===== config.mk =====
export PLATFORM = sky130hd
export DESIGN_NAME = if_prefetch
export DESIGN_NICKNAME = d
export VERILOG_FILES = /design/src/rtl/if_prefetch_pkg.sv /design/src/rtl/if_prefetch_pf_fifo.sv /design/src/rtl/if_prefetch.sv
export SDC_FILE = /design/constraint.sdc
export NUM_CORES = 1
export LEC_CHECK = 0
export BUFFER_PORTS_ARGS = -buffer_cell sky130_fd_sc_hd__buf_2
export CAP_MARGIN = 20
export CORE_UTILIZATION = 60
export CTS_CLUSTER_DIAMETER = 60
export CTS_CLUSTER_SIZE = 28
export DETAILED_ROUTE_END_ITERATION = 10
export HOLD_SLACK_MARGIN = 0.05
export PLACE_DENSITY = 0.87
export REMOVE_ABC_BUFFERS = 1
export SKIP_CTS_REPAIR_TIMING = 1
export SKIP_LAST_GASP = 1
export SLEW_MARGIN = 5
export SYNTH_ARGS = -nofsm -noshare
export SYNTH_HDL_FRONTEND = slang
export SYNTH_SLANG_ARGS = --single-unit

===== constraint.sdc =====
create_clock -name clk -period 8.38 [get_ports clk]
set_input_delay 1.676 -clock clk [delete_from_list [all_inputs] [get_ports clk]]
set_output_delay 1.676 -clock clk [all_outputs]
set_load 0.05 [all_outputs]

===== src/rtl/if_prefetch_pkg.sv =====
// Shared CPU definitions for the instruction-fetch prefetcher: widths, buffer
// depth default and the fetch FSM state encoding.
package if_prefetch_pkg;

   localparam int PF_INST_W = 32;
   localparam int PF_REG_W  = 32;
   localparam int PF_DEPTH  = 4;

   typedef enum logic [1:0] {
      PF_IDLE  = 2'd0,
      PF_REQ   = 2'd1,
      PF_DRAIN = 2'd2
   } pf_state_e;

endpackage


===== src/rtl/if_prefetch_pf_fifo.sv =====
// Synchronous instruction buffer: DEPTH entries of {inst, pc_plus4}, with a
// single-cycle flush. Overflow/underflow are only flagged, never blocked.
module pf_fifo
   import if_prefetch_pkg::*;
#(
   parameter int DEPTH = PF_DEPTH,
   parameter int WIDTH = 2 * PF_INST_W,
   localparam int PTR_W = $clog2(DEPTH),
   localparam int CNT_W = $clog2(DEPTH + 1)
) (
   input  logic             clk,
   input  logic             resetn,
   input  logic             push,
   input  logic             pop,
   input  logic             flush,
   input  logic [WIDTH-1:0] wr_data,
   output logic [WIDTH-1:0] rd_data,
   output logic [CNT_W-1:0] count,
   output logic             empty
);

   logic [WIDTH-1:0] mem_q [DEPTH];
   logic [PTR_W-1:0] wr_ptr_q, wr_ptr_d;
   logic [PTR_W-1:0] rd_ptr_q, rd_ptr_d;
   logic [CNT_W-1:0] count_q, count_d;

   always_comb begin
      wr_ptr_d = wr_ptr_q;
      rd_ptr_d = rd_ptr_q;
      count_d  = count_q;
      if (flush) begin
         wr_ptr_d = '0;
         rd_ptr_d = '0;
         count_d  = '0;
      end else begin
         if (push) wr_ptr_d = wr_ptr_q + PTR_W'(1);
         if (pop)  rd_ptr_d = rd_ptr_q + PTR_W'(1);
         count_d = count_q + CNT_W'(push) - CNT_W'(pop);
      end
   end

   always_ff @(posedge clk or negedge resetn) begin
      if (!resetn) begin
         wr_ptr_q <= '0;
         rd_ptr_q <= '0;
         count_q  <= '0;
         for (int i = 0; i < DEPTH; i++) mem_q[i] <= '0;
      end else begin
         wr_ptr_q <= wr_ptr_d;
         rd_ptr_q <= rd_ptr_d;
         count_q  <= count_d;
         if (push && !flush) mem_q[wr_ptr_q] <= wr_data;
      end
   end

   // The fetch FSM's space accounting makes both of these unreachable.
   always_ff @(posedge clk) begin
      if (resetn) begin
         assert (!(push && !flush && count_q == CNT_W'(DEPTH)))
            else $error("pf_fifo: push while full");
         assert (!(pop && !flush && count_q == '0))
            else $error("pf_fifo: pop while empty");
      end
   end

   assign rd_data = mem_q[rd_ptr_q];
   assign count   = count_q;
   assign empty   = (count_q == '0);

endmodule


===== src/rtl/if_prefetch.sv =====
// Instruction prefetcher: issues sequential fetches into a small buffer ahead
// of decode, and flushes/redirects on a taken branch from the MEM stage.
//
// state    | meaning
// ---------+-----------------------------------------------------------
// PF_IDLE  | no request outstanding; issue fetchPC next edge if space
// PF_REQ   | request to fetchPC outstanding; ack data is pushed
// PF_DRAIN | stale request outstanding after redirect; ack data dropped
module if_prefetch
   import if_prefetch_pkg::*;
#(
   parameter int DEPTH  = PF_DEPTH,
   parameter int INST_W = PF_INST_W
) (
   input  logic              clk,
   input  logic              resetn,
   input  logic              iRedirect,
   input  logic [INST_W-1:0] iRedirectPC,
   output logic              oMemReq,
   output logic [INST_W-1:0] oMemAddr,
   input  logic              iMemAck,
   input  logic [INST_W-1:0] iMemData,
   output logic              oInstValid,
   output logic [INST_W-1:0] oInst,
   output logic [INST_W-1:0] oPCPlus4,
   input  logic              iInstReady
);

   localparam int CNT_W = $clog2(DEPTH + 1);

   pf_state_e         state_q, state_d;
   logic [INST_W-1:0] fetch_pc_q, fetch_pc_d;
   logic [INST_W-1:0] mem_addr_q, mem_addr_d;
   logic              mem_req_q, mem_req_d;
   logic [INST_W-1:0] pc_plus4;
   logic [INST_W-1:0] redirect_pc;
   logic              push, pop, empty;
   logic [CNT_W-1:0]  count, count_after;
   logic [2*INST_W-1:0] head;
   logic              unused_pc_lsbs;

   assign pc_plus4       = fetch_pc_q + INST_W'(4);
   assign redirect_pc    = {iRedirectPC[INST_W-1:2], 2'b00};
   assign unused_pc_lsbs = ^iRedirectPC[1:0];

   // A redirect flushes the buffer, so it also cancels this cycle's push/pop.
   assign pop         = ~empty & iInstReady & ~iRedirect;
   assign push        = (state_q == PF_REQ) & iMemAck & ~iRedirect;
   assign count_after = count + CNT_W'(push) - CNT_W'(pop);

   always_comb begin
      state_d    = state_q;
      fetch_pc_d = fetch_pc_q;
      mem_addr_d = mem_addr_q;
      case (state_q)
         PF_IDLE: begin
            if (iRedirect) begin
               fetch_pc_d = redirect_pc;
            end else if (count < CNT_W'(DEPTH)) begin
               state_d    = PF_REQ;
               mem_addr_d = fetch_pc_q;
            end
         end
         PF_REQ: begin
            if (iRedirect) begin
               fetch_pc_d = redirect_pc;
               state_d    = iMemAck ? PF_IDLE : PF_DRAIN;
            end else if (iMemAck) begin
               fetch_pc_d = pc_plus4;
               if (count_after < CNT_W'(DEPTH)) mem_addr_d = pc_plus4;
               else                              state_d    = PF_IDLE;
            end
         end
         PF_DRAIN: begin
            // mem_addr_q holds the stale address until its ack returns.
            if (iRedirect) fetch_pc_d = redirect_pc;
            if (iMemAck)   state_d    = PF_IDLE;
         end
         default: state_d = PF_IDLE;
      endcase
      mem_req_d = (state_d != PF_IDLE);
   end

   always_ff @(posedge clk or negedge resetn) begin
      if (!resetn) begin
         state_q    <= PF_IDLE;
         fetch_pc_q <= '0;
         mem_addr_q <= '0;
         mem_req_q  <= 1'b0;
      end else begin
         state_q    <= state_d;
         fetch_pc_q <= fetch_pc_d;
         mem_addr_q <= mem_addr_d;
         mem_req_q  <= mem_req_d;
      end
   end

   pf_fifo #(
      .DEPTH (DEPTH),
      .WIDTH (2 * INST_W)
   ) u_fifo (
      .clk     (clk),
      .resetn  (resetn),
      .push    (push),
      .pop     (pop),
      .flush   (iRedirect),
      .wr_data ({iMemData, pc_plus4}),
      .rd_data (head),
      .count   (count),
      .empty   (empty)
   );

   assign oMemReq    = mem_req_q;
   assign oMemAddr   = mem_addr_q;
   assign oInstValid = ~empty;
   assign oInst      = head[2*INST_W-1:INST_W];
   assign oPCPlus4   = head[INST_W-1:0];

endmodule


### After elaboration in Yosys (flattened, before gate mapping)

Index checks and enable logic that the tools add are counted.

| storage, ports and cells | value |
|---|---|
| register bits | 330 |
| word-level logic and storage cells | 80 |

| cells by class | value |
|---|---|
| add/subtract/negate cells | 5 |
| magnitude comparators | 5 |
| eq/ne operators | 9 |
| mux-type cells | 29 |
| bitwise logic cells | 8 |
| reduce and logical (&&, ||, !) cells | 13 |

Operators with widths:

| operator | number |
|---|---|
| bitwise mux 256 bit | 1 |
| 2-to-1 mux 32 bit | 8 |
| 2-to-1 mux 64 bit | 3 |
| binary-select mux 64 bit (select 2 bit) | 1 |
| demux 64 bit (select 2 bit) | 1 |
| case mux 32 bit (2 select lines) | 2 |
| adder 32 x 3 -> 32 bit, second input constant | 1 |
| 2-to-1 mux 2 bit | 11 |
| nonzero test 2 bit | 5 |
| != test 2 bit, second input constant | 4 |
| >= comparator 3 bit, second input constant | 2 |
| < comparator 3 bit, second input constant | 2 |
| inverter 2 -> 3 bit | 2 |
| case mux 2 bit (3 select lines) | 1 |
| AND reduction 6 bit | 1 |
| adder 2 x 1 -> 2 bit, second input constant | 2 |
| bitwise AND 1 bit | 4 |
| != test 2 x 1 -> 1 bit, second input constant | 2 |
| adder 3 x 1 -> 3 bit | 1 |
| logical NOT 3 bit | 1 |
| < comparator 3 x 1 -> 1 bit, second input constant | 1 |
| 2-to-1 mux 3 bit | 1 |
| != test 3 bit, second input constant | 1 |
| AND reduction 3 bit | 1 |
| other kinds (8) | 10 |

### Longest topological paths before layout

| depth | value |
|---|---|
| depth in word-level cells | 11 |
| mapped depth | 15 |
| depth with buffers taken out | 13 |

### By module

A second synthesis with hierarchy kept.

| unflattened totals | value |
|---|---|
| cells, all modules | 1,158 |
| area, all modules | 16,515.8 um^2 |

Modules (own cells, without submodules):

| module | times used | cells an instance | area an instance (um^2) | seq. area each (um^2) |
|---|---|---|---|---|
| pf_fifo | 1 | 658 | 12,381.9 | 6,581.3 |
| if_prefetch | 1 | 500 | 4,134.0 | 1,576.5 |

### Worst setup path after synthesis

Ideal clock, no wire load.

| timing | value |
|---|---|
| path type | input -> register |
| from | in iRedirect |
| to | reg mem_addr_q[3], in the netlist oMemAddr[3] |
| setup time | 141 ps |
| arrival | 4,269 ps |
| setup slack | 3,970 ps |
| stages on the path | 14 |
| cells stage by stage | clkbuf_1 > clkbuf_1 > nor2_1 > ha_1 > inv_1 > ha_1 > inv_1 > fa_1 > xor2_1 > nor4b_1 > a311o_1 > clkbuf_1 > clkbuf_1 > a31oi_1 |

| between the ends | value |
|---|---|
| longest elaborated chain between the ends | 7 |

RTL lines:

| what | RTL line | source |
|---|---|---|
| start: declaration | if_prefetch.sv:17 | `input logic iRedirect,` |
| inverter 1 bit | if_prefetch.sv:47, if_prefetch.sv:48 |  |
| bitwise AND 1 bit | if_prefetch.sv:48 | `assign push = (state_q == PF_REQ) & iMemAck & ~iRedirect;` |
| adder 3 x 1 -> 3 bit | if_prefetch.sv:49 | `assign count_after = count + CNT_W'(push) - CNT_W'(pop);` |
| subtractor 3 x 1 -> 3 bit | if_prefetch.sv:49 |  |
| < comparator 3 bit | if_prefetch.sv:70 | `if (count_after < CNT_W'(DEPTH)) mem_addr_d = pc_plus4;` |
| != test 2 x 1 -> 1 bit (no source line) | - |  |
| AND reduction 6 bit (no source line) * | - |  |
| end signal: assignment | if_prefetch.sv:93 | `mem_addr_q <= mem_addr_d;` |
| end: declaration | if_prefetch.sv:33 | `logic [INST_W-1:0] mem_addr_q, mem_addr_d;` |

Mark *: on every way between the ends. The rest lies on a longest branch, timed or not.
A chain may end at the register's enable or synchronous reset.

### Final worst setup path

| timing | value |
|---|---|
| from | reg u_fifo.rd_ptr_q[0] |
| to | out oPCPlus4[20] |

| between the ends | value |
|---|---|
| longest elaborated chain between the ends | 4 |

RTL lines:

| what | RTL line | source |
|---|---|---|
| start: declaration | if_prefetch_pf_fifo.sv:24 | `logic [PTR_W-1:0] rd_ptr_q, rd_ptr_d;` |
| start signal: assignment | if_prefetch_pf_fifo.sv:50 | `rd_ptr_q <= rd_ptr_d;` |
| inverter 2 -> 3 bit (implied by the code) | if_prefetch_pf_fifo.sv:66 | `assign rd_data = mem_q[rd_ptr_q];` |
| binary-select mux 64 bit (select 2 bit) | if_prefetch_pf_fifo.sv:66 |  |
| 2-to-1 mux 64 bit (implied by the code) (2 in a row) | if_prefetch_pf_fifo.sv:66 |  |
| end: declaration | if_prefetch.sv:25 | `output logic [INST_W-1:0] oPCPlus4,` |

No other way between the ends. The select of a mux whose other input is x is not followed.

==> summary.md <==
| Metric | Value |
|---|---|
| CTS Buf Count | `21` |
| M3 GR Usage | `4.69%` |
| Most used DFF post-synth | `dfrtp_1` |
| Simple-gate share of the synthesized area | `19.8%` |
| Multi-input gate area | `6360 µm²` |
| Combinational share of power | `43.2%` |
| GRT Util Overall | `29.0%` |
| HP Class | `reg -> reg` |
| CTS root buffer | `clkbuf_16` |
| Final ANT Viol Nets | `0` |
| Yosys warning count | `0` |
| Tcrit/Tclk final | `56.3%` |
| Rows | `57` |
| Worst r2r src | `u_fifo.count[2]` |
| Bufs on Longest Clock Path | `3` |
| Leak Pwr | `7.81 nW` |
| Top post-synthesis cells by area | `dfrtp_1 (54%), nand2_1 (14%), mux4_2 (9.4%), o21ai_0 (4.4%), xnor2_1 (2.8%)` |
| Area leader, netlist | `dfrtp_1` |
| Area post-placement | `15700 µm²` |
| Final setup viols | `0` |
| Chip width | `159 µm` |
| Crit. End Element | `output pin` |
| PortBufs | `160` |
| Design area | `16500 µm²` |
| Via density per instance | `5.89` |
| Initial core utilization | `61.1%` |
| Commonest non-fill, non-tap cell in the layout | `nand2_1` |
| DR WL/cell | `18.5 µm` |
| Dpl cells | `1916` |
| Top-Level Pins | `167` |
| Die area | `25400 µm²` |
| Clock Pin Slew Worst Setup and Hold Paths | `80 ps` |
| Sw power | `0.00280 W` |
| CP Launch Type | `flip-flop` |
| Commonest non-fill, non-tap cells in the layout | `nand2_1 (553), dfrtp_1 (316), buf_2 (159)` |
| CTS sink count | `318` |
| Largest family of logic cells by synthesized area | `simple AND/OR/NAND/NOR gates` |
| Critical path peak fanout | `40` |
| Total congestion overflow | `0` |
| First DRT Iteration DRCs | `1173` |
| Area Overhead vs Synth | `10.8%` |
| GR Util met2 | `48.0%` |
| Complex-gate fraction of the synthesized area | `8.66%` |
| Drt drc | `0` |
| Register bit total from synthesis | `318` |
| Layout cells sized above 1 | `17.6%` |
| Via count | `11521` |
| Synth unique cells | `48` |
| Post-synthesis mux area share | `9.61%` |
| P_int | `0.00339 W` |
| Die Y | `159 µm` |
| CTS tree | `done` |
| Finished Core Util | `67.7%` |
| Initial antenna violation count | `2` |
| Largest net degree at the start of global routing | `134` |
| Final hold violations | `0` |
| Async S/R FF share, synth | `100%` |
| H-tree depth | `1` |
| Final Skew | `17.3 ps` |
| Detailed-router iteration count before antenna repair | `6` |
| Crit path kind | `reg -> out` |
| Fmax | `212 MHz` |
| Met1 GRT Util | `40.6%` |
| Clock power frac | `18.5%` |
| Slew headroom | `26.4%` |
| RSZ-0062 raised after global routing | `no` |
| Core area | `24300 µm²` |
| CP arrival | `3040 ps` |
| Min-delay src | `u_fifo.mem_q[63]` |
| Pwr/cell area | `376 nW/µm²` |
| Fillers | `1838` |
| Layer with the highest usage | `met2` |
| Detailed placement HPWL | `21600 µm` |
| Global-route wire length before repair | `59000 µm` |
| Clock Latency Late Sink | `530 ps` |
| Vias in the first global route | `11355` |
| Worst path required time | `6700 ps` |
| Post-Synth Adder-Cell Area | `0.724%` |
| WL final | `36200 µm` |
| Least-Margin Pin Slew | `1100 ps` |
| Status | `finished, final reports clean` |
| Min Tclk post-route | `4710 ps` |
| Register area share after synthesis | `53.6%` |
| VDD IR-drop max | `0.303 mV` |
| Synth Cell Area | `14900 µm²` |
| Non-Filler Instances | `1957` |
| Synth top area share | `53.6%` |
| Final net count | `1694` |
| Total Negative Setup Slacks | `0 ps` |
| EDFF count, synth | `0` |
| Switching share of power | `45.2%` |
| Synth Area in XOR/XNOR | `3.66%` |
| Sequential cell area | `7960 µm²` |
| Sequential Power Share | `38.3%` |
| Max-Cap Viols | `0` |
| Mapped Cells | `1545` |
| Placer Congestion | `0.902` |
| Max-slew violation count | `0` |
| Critical Path Start | `u_fifo.rd_ptr_q[0]` |
| Syn Area/Cell | `9.61 µm²` |
[sequential cells by signal (all words and copies together) (netlist names)]
| name | flops |
|---|---|
| u_fifo.mem_q | 248 |
| fetch_pc_q | 30 |
| oMemAddr | 30 |
| u_fifo.count | 3 |
| state_q | 2 |
| u_fifo.rd_ptr_q | 2 |
| u_fifo.wr_ptr_q | 2 |
| oMemReq | 1 |
[layer usage]
metal	vias to the layer above	routed length, µm
met4	0	792
li1	5291	-
met1	5653	14900
met2	522	17700
met5	-	0
met3	55	2840
[path summary, 6_finish.rpt]
| kind | end | slack [ps] | cells after the start |
|---|---|---|---|
| min reg2reg | u_fifo.mem_q[63] | 480 | 2 |
| max reg2reg | oMemAddr[4] | 4850 | 14 |
| max in group asynchronous | u_fifo.mem_q[247] | 5710 | 2 |
| min in group asynchronous | u_fifo.mem_q[124] | 1220 | 1 |
| max | oPCPlus4[20] | 3670 | 3 |
| min | u_fifo.mem_q[63] | 480 | 2 |
[stage by stage]
step           hold slack, ps  worst slack [ps]  total power, W
3_3_place_gp              452              3460         0.00495
5_1_grt                   501              3470         0.00650
2_1_floorplan             440              3360         0.00435
3_5_place_dp              457              3330         0.00505
6_report                  477              3670         0.00619
4_1_cts                   478              3560         0.00619
[cell usage after synthesis, drive strengths merged, types with 4 or more instances]
master	count
clkbuf	92
nand3	20
xor2	14
xnor2	48
o22ai	11
ha	7
nand4	10
nor3	17
nor4	12
a31oi	5
inv	12
nor2b	4
or3	7
and3	10
mux4	62
a2bb2oi	10
o21ai	136
nand2	557
nor2	65
a21oi	57
and4	5
dfrtp	318
buf	34
[power by group through the flow]
stage	Sequential, W	Clock [W]	Combinational (W)
floorplan	0.00256	0	0.00179
detailed placement	0.00239	0	0.00266
CTS	0.00236	0.00116	0.00267
global route	0.00243	0.00122	0.00286
finish	0.00237	0.00115	0.00267
global placement	0.00235	0	0.00260
[critical path, cell delays in order, from the launching register on]
cell	delay, ps
dfrtp_4	830
buf_4	790
mux4_2	640
buf_2	240
[cell type report]
class	instances	share of cell area [%]
Sequential cell	318	48.4
Multi-Input combinational cell	1092	38.6
Timing Repair Buffer	172	5.70
Clock buffer	24	3.38
Tap cell	324	2.46
Clock inverter	14	1.14
Inverter	12	0.274
Antenna cell	1	0.0152
[cells by family (layout without fill, tap and decap cells)]
family	Yosys count	in the layout
buffers and inverters	138	222
flip-flops	318	318
other	1	5
adder cells (fa/ha/maj)	8	8
AND/OR/NAND/NOR	718	718
multiplexers	65	65
AO/OA/AOI/OAI	235	235
XOR/XNOR	62	62
No activity file was read; power rests on OpenSTA's default activity.
